<file path="config.mk">
export PLATFORM = sky130hd
export DESIGN_NAME = support_set_ctrl
export DESIGN_NICKNAME = d
export VERILOG_FILES = /design/src/rtl/support_set_ctrl.sv
export SDC_FILE = /design/constraint.sdc
export NUM_CORES = 1
export LEC_CHECK = 0
export CAP_MARGIN = 20
export CORE_ASPECT_RATIO = 2
export CORE_MARGIN = 10
export CORE_UTILIZATION = 42
export DETAILED_ROUTE_END_ITERATION = 7
export PLACE_DENSITY = 0.8
export REMOVE_ABC_BUFFERS = 1
export SETUP_SLACK_MARGIN = 0.3
export SLEW_MARGIN = 10
export SYNTH_ARGS = -nofsm -noshare
export SYNTH_HDL_FRONTEND = slang
export SYNTH_SLANG_ARGS = --single-unit
</file>
<file path="constraint.sdc">
create_clock -name CK -period 2.1 [get_ports CK]
set_input_delay 0.42 -clock CK [delete_from_list [all_inputs] [get_ports CK]]
set_output_delay 0.42 -clock CK [all_outputs]
set_load 0.05 [all_outputs]
</file>
<file path="src/rtl/support_set_ctrl.sv">
// rtl/support_set_ctrl.sv - support-set store: appends atom indices to a RAM and streams them back in order
module support_set_ctrl #(
  parameter int AW    = 6,
  parameter int DW    = 16,
  parameter int DEPTH = 64
) (
  input  logic          CK,
  input  logic          RST,
  input  logic          clr,
  input  logic          push_valid,
  input  logic [DW-1:0] push_idx,
  output logic          push_ready,
  input  logic          scan_start,
  output logic          scan_busy,
  output logic          out_valid,
  output logic [DW-1:0] out_data,
  output logic          out_last,
  output logic [AW:0]   count,
  output logic          full,
  output logic          ovf,
  output logic [AW-1:0] ram_A,
  output logic          ram_WE,
  output logic          ram_OE,
  output logic [DW-1:0] ram_D,
  input  logic [DW-1:0] ram_Q
);

  typedef enum logic [1:0] {IDLE, SCAN, DRAIN} state_t;

  localparam logic [AW:0] DEPTH_C = (AW+1)'(DEPTH);

  state_t        state;
  logic [AW-1:0] ptr;
  logic          drain_cnt;
  logic          rd_last;
  logic          scan_end;

  assign scan_end   = ({1'b0, ptr} == (count - 1'b1));
  assign full       = (count == DEPTH_C);
  // RST gates the write strobe so the RAM sees no write while reset is held
  assign push_ready = !RST && (state == IDLE) && !full && !clr && !scan_start;
  assign ram_WE     = push_valid && push_ready;
  assign ram_A      = (state == SCAN) ? ptr : count[AW-1:0];
  assign ram_D      = push_idx;
  assign scan_busy  = (state != IDLE);

  always_ff @(posedge CK or posedge RST) begin
    if (RST) begin
      state     <= IDLE;
      count     <= '0;
      ovf       <= 1'b0;
      ptr       <= '0;
      drain_cnt <= 1'b0;
      rd_last   <= 1'b0;
      ram_OE    <= 1'b0;
      out_valid <= 1'b0;
      out_last  <= 1'b0;
      out_data  <= '0;
    end else begin
      // read pipeline: address in SCAN, RAM data one cycle later, registered output after that
      ram_OE    <= (state == SCAN);
      rd_last   <= (state == SCAN) && scan_end;
      out_valid <= ram_OE;
      out_last  <= rd_last;
      if (ram_OE) out_data <= ram_Q;

      case (state)
        IDLE: begin
          if (clr) begin
            count <= '0;
            ovf   <= 1'b0;
          end else if (scan_start) begin
            ptr       <= '0;
            drain_cnt <= 1'b0;
            state     <= (count == '0) ? DRAIN : SCAN;
          end else if (push_valid) begin
            if (full) ovf <= 1'b1;
            else      count <= count + 1'b1;
          end
        end
        SCAN: begin
          if (scan_end) state <= DRAIN;
          else          ptr   <= ptr + 1'b1;
        end
        DRAIN: begin
          if (drain_cnt) begin
            state     <= IDLE;
            drain_cnt <= 1'b0;
          end else begin
            drain_cnt <= 1'b1;
          end
        end
        default: state <= IDLE;
      endcase
    end
  end

endmodule

</file>
==> results of run 1 <==
-- worst register-to-register path, stage by stage (launching register included) --
cell and delay [ps]:
dfrtp_1 430, buf_6 150, or3_4 400, or4_4 510, nand4_4 200, o211ai_2 110
mux2i_1 150
-- synthesized netlist by cell type, types with 2 or more instances --
library cell	instances	share of area, %
inv_1	9	1.6
nor2b_1	3	0.92
xor2_1	4	1.7
and2_1	2	0.61
dfrtp_1	37	45
nand4_1	2	0.61
clkbuf_1	4	0.73
mux2i_1	7	3.4
o22ai_1	2	0.61
o21ai_1	3	0.73
o21ai_0	9	2.2
nand2_1	22	4.0
buf_4	17	6.2
nor3_1	3	0.73
a21oi_1	3	0.73
mux2_2	16	8.8
nand3_1	3	0.73
ha_1	4	2.4
nor2_1	12	2.2
xnor2_1	8	3.4
nand2b_1	4	1.2
-- flip-flops by register name, indices dropped and copies added, names as in the netlist --
register / cells
count: 7
rd_last: 1
drain_cnt: 1
ovf: 1
out_valid: 1
state: 2
out_data: 16
ptr: 6
out_last: 1
ram_OE: 1
-- metrics by stage --
step	util (%)	hold WS, ps	power, mW
finish	68.01	358.2	4.791
global route	68.01	368.2	5.033
CTS	64.11	353.9	4.516
detailed placement	59.12	334.7	3.890
global placement	59.12	335.4	3.848
floorplan	-	331.2	2.886
-- layout by cell type (no fill, tap or decap), types with 4 or more instances in the layout --
| master | instances |
|---|---|
| dlygate4sd2_1 | 20 |
| xnor2_1 | 7 |
| mux2i_1 | 7 |
| buf_4 | 36 |
| buf_6 | 5 |
| inv_1 | 5 |
| mux2_2 | 16 |
| clkbuf_8 | 5 |
| nor2_1 | 10 |
| dfrtp_1 | 35 |
| buf_12 | 11 |
| nand2_1 | 14 |
| o21ai_0 | 4 |
| o21ai_2 | 5 |
| xor2_1 | 4 |
| clkdlybuf4s50_1 | 20 |
| nand2_2 | 5 |
| o21ai_4 | 4 |
-- logic make-up after synthesis --
group	synth area share [%]
AND/OR/NAND/NOR	16.61
flip-flops	45.18
buffers and inverters	9.401
AO/OA/AOI/OAI	9.035
multiplexers	12.21
XOR/XNOR	5.128
adder cells (fa/ha/maj)	2.442
-- path summary, 6_finish.rpt --
kind                                from        to  slack (ps)  cells past startpoint
worst min-delay path             rd_last  out_last         360                      0
worst min register to register   rd_last  out_last         360                      0
max in group asynchronous            RST  count[2]        1090                      3
min in group asynchronous            RST       ovf         630                      3
worst max register to register  count[1]    ptr[2]          20                      6
worst max-delay path            count[5]    ram_WE         -30                      6
-- what timing repair did --
action,in CTS,in global routing
gates resized for setup,50,30
endpoints found under the setup margin,39,19
buffers inserted,8,7
pin swaps,7,15
-- area by class of cell --
cell class / count / area (um^2) / area share [%]
clock buffers: 6 / 72.57 / 2.277
clock inverters: 2 / 10.01 / 0.3141
repair buffers: 93 / 937.1 / 29.41
multi-input cells: 128 / 1130 / 35.45
flip-flops and latches: 37 / 928.4 / 29.13
well taps: 55 / 68.82 / 2.159
inverters: 9 / 40.04 / 1.256
-- routing by layer --
layer  wire length [um]  track usage [%]  up-vias
li1                   -                -      811
met3                545            6.700       17
met5                  0                0        -
met4                231            7.848        0
met1               2022            12.19      841
met2               3315            23.51       88
-- power groups by stage --
stage,Combinational (mW),Clock [mW],Sequential [mW]
2_1_floorplan,0.998,0,1.89
3_3_place_gp,2.65,0,1.19
3_5_place_dp,2.68,0,1.21
4_1_cts,2.83,0.499,1.19
5_1_grt,3.27,0.524,1.24
6_report,3.11,0.481,1.20
==> run_results.csv, run 1 <==
group,metric,value,unit
timing,period_minus_slack,2130,ps
timing,setup_viol,2,
finish,drive_above_1_share,43.64,%
detailed_routing,firstDrtPassIters,4,
logic_synthesis,synth.distinct_cells,44,
timing,finClkSkew,5.985,ps
setup_path,critical-path-top-delay-family,"simple AND/OR/NAND/NOR gates",
floorplan,coreArea,0.004686,mm^2
detailed_routing,ant_nets,0,
clock_tree,numCtsBuffers,5,
pwr,powerDensity,1503,mW/mm^2
clock_tree,cts_hold_buffers,0,
timing,relSlewSlack,56.61,%
clock_tree,clockBufferDepth,2,
clock_tree,clkTransAtPathRegs,80,ps
timing,slew_violations,0,
setup_path,path_cells,"nor4_4 > nand3_2 > inv_2 > nor4b_4 > and2_4 > buf_12",
pwr,p_int,2.487,mW
pwr,power_frac_seq,25.0,%
detailed_routing,routed_wl,6114,um
detailed_routing,drt-initial-drc-count,37,
timing,setup_slack,-30.49,ps
setup_path,crit_fanout,2,
finish,num_antenna_cells,0,
min_path,holdCritPathClass,"flip-flop to flip-flop",
placed_design,dp_hpwl,4234,um
pwr,power.leakage,1.468,nW
logic_synthesis,synth-main-ff-cell,"dfrtp_1",
logic_synthesis,syn_avg_cell_area,10.40,um^2
global_routing,antenna_found_initial,0,
clock_tree,clk_latency,290,ps
logic_synthesis,ys_seq_area_share,45.18,%
detailed_routing,drc,0,
job,drv_cap,0,
placed_design,placed_cells,307,
placed_design,placed_area,0.002770,mm^2
setup_path,cp-start-kind,"flip-flop",
clock_tree,cts-root-buf,"clkbuf_8",
setup_path,path_class,"flip-flop to primary output",
finish,synthToLayoutAreaGrowth,55.49,%
setup_path,critPathMaxStageDelay,420,ps
detailed_routing,vias,1757,
pwr,switching_share,48.10,%
clock_tree,cts.sinks,37,
setup_path,critical_path_arrival,1710,ps
logic_synthesis,ys_ff_latch,37,
logic_synthesis,async_flop_share,100.0,%
placed_design,routabilityCongestion,0.8334,
status,violations,"setup timing",
floorplan,die_y,118.8,um
logic_synthesis,yosys_warnings,0,
floorplan,io-pin-count,90,
timing,fin_crit_sh,101.5,%
finish,layout.nets,315,
global_routing,grt_use_total,13.51,%
pwr,switching_power,2.304,mW
timing,rsz0062_at_grt,"yes",
logic_synthesis,syn_inst,197,
logic_synthesis,syn_area,0.002049,mm^2
global_routing,grt_max_degree,38,
status,status,"complete, but fails checks",
global_routing,grt_pass1_vias,1901,
clock_tree,cts_tree,"done",
pwr,clkPwrFrac,10.0,%
timing,worstMarginPinSlew,650.9,ps
pwr,pwr-share-comb,64.9,%
floorplan,fp.dieW,69.40,um
floorplan,die-area,0.008243,mm^2
logic_synthesis,synth_edf_count,0,
clock_tree,htree_levels,2,
detailed_routing,wl_per_cell,18.53,um
global_routing,grt-ovfl-total,0,
global_routing,grt_first_pass_wirelength,9142,um
setup_path,cp_slowest_cell,"dfrtp_1",
detailed_routing,vias_per_cell,5.324,
finish,fin_cells,330,
floorplan,row_count,35,
timing,fmax,0.4694,GHz
floorplan,initial_core_util,43.74,%
finish,n_fill_cell,354,
placed_design,port_buffers,57,
setup_path,required,1680,ps
placed_design,place_ws,-30.68,ps
setup_path,path_buf_inv,2,
finish,final_cell_area,0.003187,mm^2
setup_path,cp-end-kind,"primary output",
timing,tns,-54.72,ps
timing,finalHoldViolations,0,
pwr,ir_drop,1.097,mV
(Power assumes the default switching activity.)
==> run 2, diff against run 1 <==
CORE_UTILIZATION = 40   (was 42)
CTS_CLUSTER_SIZE = 10   (was not set)
GPL_TIMING_DRIVEN = 0   (was not set)
PLACE_DENSITY = 0.77   (was 0.8)
==> run 2 against run 1 <==
The flow still finishes with violations (setup timing); worst setup slack worse by 14 ps; die area rose by 3.8%; first-iteration DRC count decreased by 11%; non-clock buffer count fell by 10; critical endpoint unchanged; largest power group unchanged.
==> run_results.csv, run 2 (synthesis results as in run 1) <==
group,metric,value,unit
timing,whs,354.4,ps
floorplan,io-pin-count,90,
finish,synthToLayoutAreaGrowth,44.08,%
clock_tree,cts-root-buf,"clkbuf_8",
setup_path,cp-end-kind,"primary output",
finish,num_antenna_cells,0,
finish,drive_above_1_share,37.97,%
status,violations,"setup timing",
global_routing,grt-ovfl-total,0,
pwr,finalPower,4.461,mW
placed_design,dp_hpwl,3882,um
detailed_routing,ant_nets,0,
finish,final_cell_area,0.002953,mm^2
setup_path,critPathMaxStageDelay,440,ps
timing,period_minus_slack,2145,ps
clock_tree,cts.sinks,37,
detailed_routing,firstDrtPassIters,4,
global_routing,grt_use_total,13.01,%
timing,fin_crit_sh,102.1,%
timing,rsz0062_at_grt,"yes",
global_routing,grt_pass1_vias,1815,
floorplan,fp.dieW,70.62,um
finish,largest_register_ffs,16,
finish,layout.nets,306,
placed_design,routabilityCongestion,0.8276,
setup_path,crit_fanout,2,
finish,layout.cells.most_common_list,"dfrtp_1 (28), nand2_1 (21), dlygate4sd2_1 (21), buf_4 (21), clkdlybuf4s50_1 (20)",
status,status,"complete, but fails checks",
setup_path,path_buf_inv,2,
global_routing,antenna_found_initial,0,
clock_tree,clkTransAtPathRegs,80,ps
job,drv_cap,0,
placed_design,placed_area,0.002532,mm^2
detailed_routing,drt-initial-drc-count,33,
timing,setup_slack,-44.90,ps
placed_design,port_buffers,57,
pwr,ir_drop,0.9424,mV
placed_design,place_ws,-694.7,ps
finish,final_util,60.14,%
clock_tree,clockBufferDepth,2,
finish,layout_commonest_cell,"dfrtp_1",
clock_tree,numCtsBuffers,5,
setup_path,cp_slowest_cell,"dfrtp_2",
detailed_routing,routed_wl,5831,um
timing,relSlewSlack,48.44,%
setup_path,required,1680,ps
clock_tree,cts_tree,"done",
timing,setup_viol,2,
setup_path,cp-start-kind,"flip-flop",
timing,fmax,0.4662,GHz
detailed_routing,drc,0,
floorplan,initial_core_util,41.74,%
min_path,holdCritPathClass,"flip-flop to flip-flop",
clock_tree,cts_hold_buffers,0,
setup_path,path_class,"flip-flop to primary output",
timing,finalHoldViolations,0,
finish,n_fill_cell,431,
timing,finClkSkew,10.32,ps
clock_tree,htree_levels,2,
setup_path,critical-path-top-delay-family,"simple AND/OR/NAND/NOR gates",
floorplan,die-area,0.008561,mm^2
pwr,power.leakage,1.347,nW
pwr,powerDensity,1511,mW/mm^2
global_routing,grt_max_degree,38,
finish,largest-register,"out_data",
detailed_routing,vias,1722,
floorplan,row_count,36,
global_routing,grt_first_pass_wirelength,8976,um
detailed_routing,wl_per_cell,18.05,um
finish,fin_cells,323,
timing,slew_violations,0,
floorplan,coreArea,0.004910,mm^2
floorplan,die_y,121.2,um
clock_tree,clk_latency,290,ps
setup_path,path_cells,"nor4_4 > nand3_2 > inv_2 > nor4b_4 > and2_1 > buf_6",
timing,worstMarginPinSlew,772.3,ps
detailed_routing,vias_per_cell,5.331,
placed_design,placed_cells,288,
setup_path,critical_path_arrival,1720,ps
timing,tns,-54.14,ps
finish,largestRegisters,"out_data: 16 flops, count: 7 flops, ptr: 6 flops",
==> run 2: changes by cell type in the layout (fill, tap and decap cells not counted), sizes merged <==
cell,before,now
buf,53,34
clkbuf,6,9
clkdlybuf4s15,0,4
clkinvlp,1,3
dlygate4sd2,20,21
==> run 2: power breakdown <==
| part | switching, mW | internal, mW |
|---|---|---|
| Combinational | 1.73 | 1.04 |
| Sequential | 0.220 | 0.980 |
| Clock | 0.264 | 0.229 |
==> run 2: routing by layer <==
layer  track usage, %  vias to the layer above  routed length [um]
met5                0                        -                   0
met4            5.718                        0                 138
met3            6.880                       16                 589
met2            23.98                       89                3213
met1            11.12                      822                1891
li1                 -                      795                   -
==> run 2: area by class of cell <==
type / count / area [um^2] / area share, %
Sequential cell: 37 / 939.7 / 31.82
Timing Repair inverter: 1 / 7.507 / 0.2542
Inverter: 9 / 37.54 / 1.271
Multi-Input combinational cell: 128 / 1054 / 35.68
Clock buffer: 5 / 68.82 / 2.331
Timing Repair Buffer: 83 / 757.0 / 25.64
Tap cell: 57 / 71.32 / 2.415
Clock inverter: 3 / 17.52 / 0.5932
==> run 2: path summary, 6_finish.rpt <==
| path | from | end | slack [ps] | cells past startpoint |
|---|---|---|---|---|
| max | count[2] | ram_WE | -40 | 6 |
| min | rd_last | out_last | 350 | 0 |
| max reg2reg | count[0] | state[1] | 0 | 7 |
| min reg2reg | rd_last | out_last | 350 | 0 |
| max in group asynchronous | RST | ram_OE | 850 | 2 |
| min in group asynchronous | RST | ovf | 670 | 2 |
==> run 2: worst register-to-register path, cell delays in order, from the launching register on <==
cell,delay (ps)
dfrtp_2,430
inv_1,140
ha_1,300
nand4bb_1,140
a211oi_2,300
nand4_4,240
or2_1,310
o22ai_2,140
==> run 2: timing repair <==
| item | CTS | global route |
|---|---|---|
| resized for setup | 132 | 23 |
| buffers inserted | 23 | 3 |
| cloned | 1 | 0 |
| pin swaps | 16 | 7 |
| setup endpoints to repair | 47 | 24 |
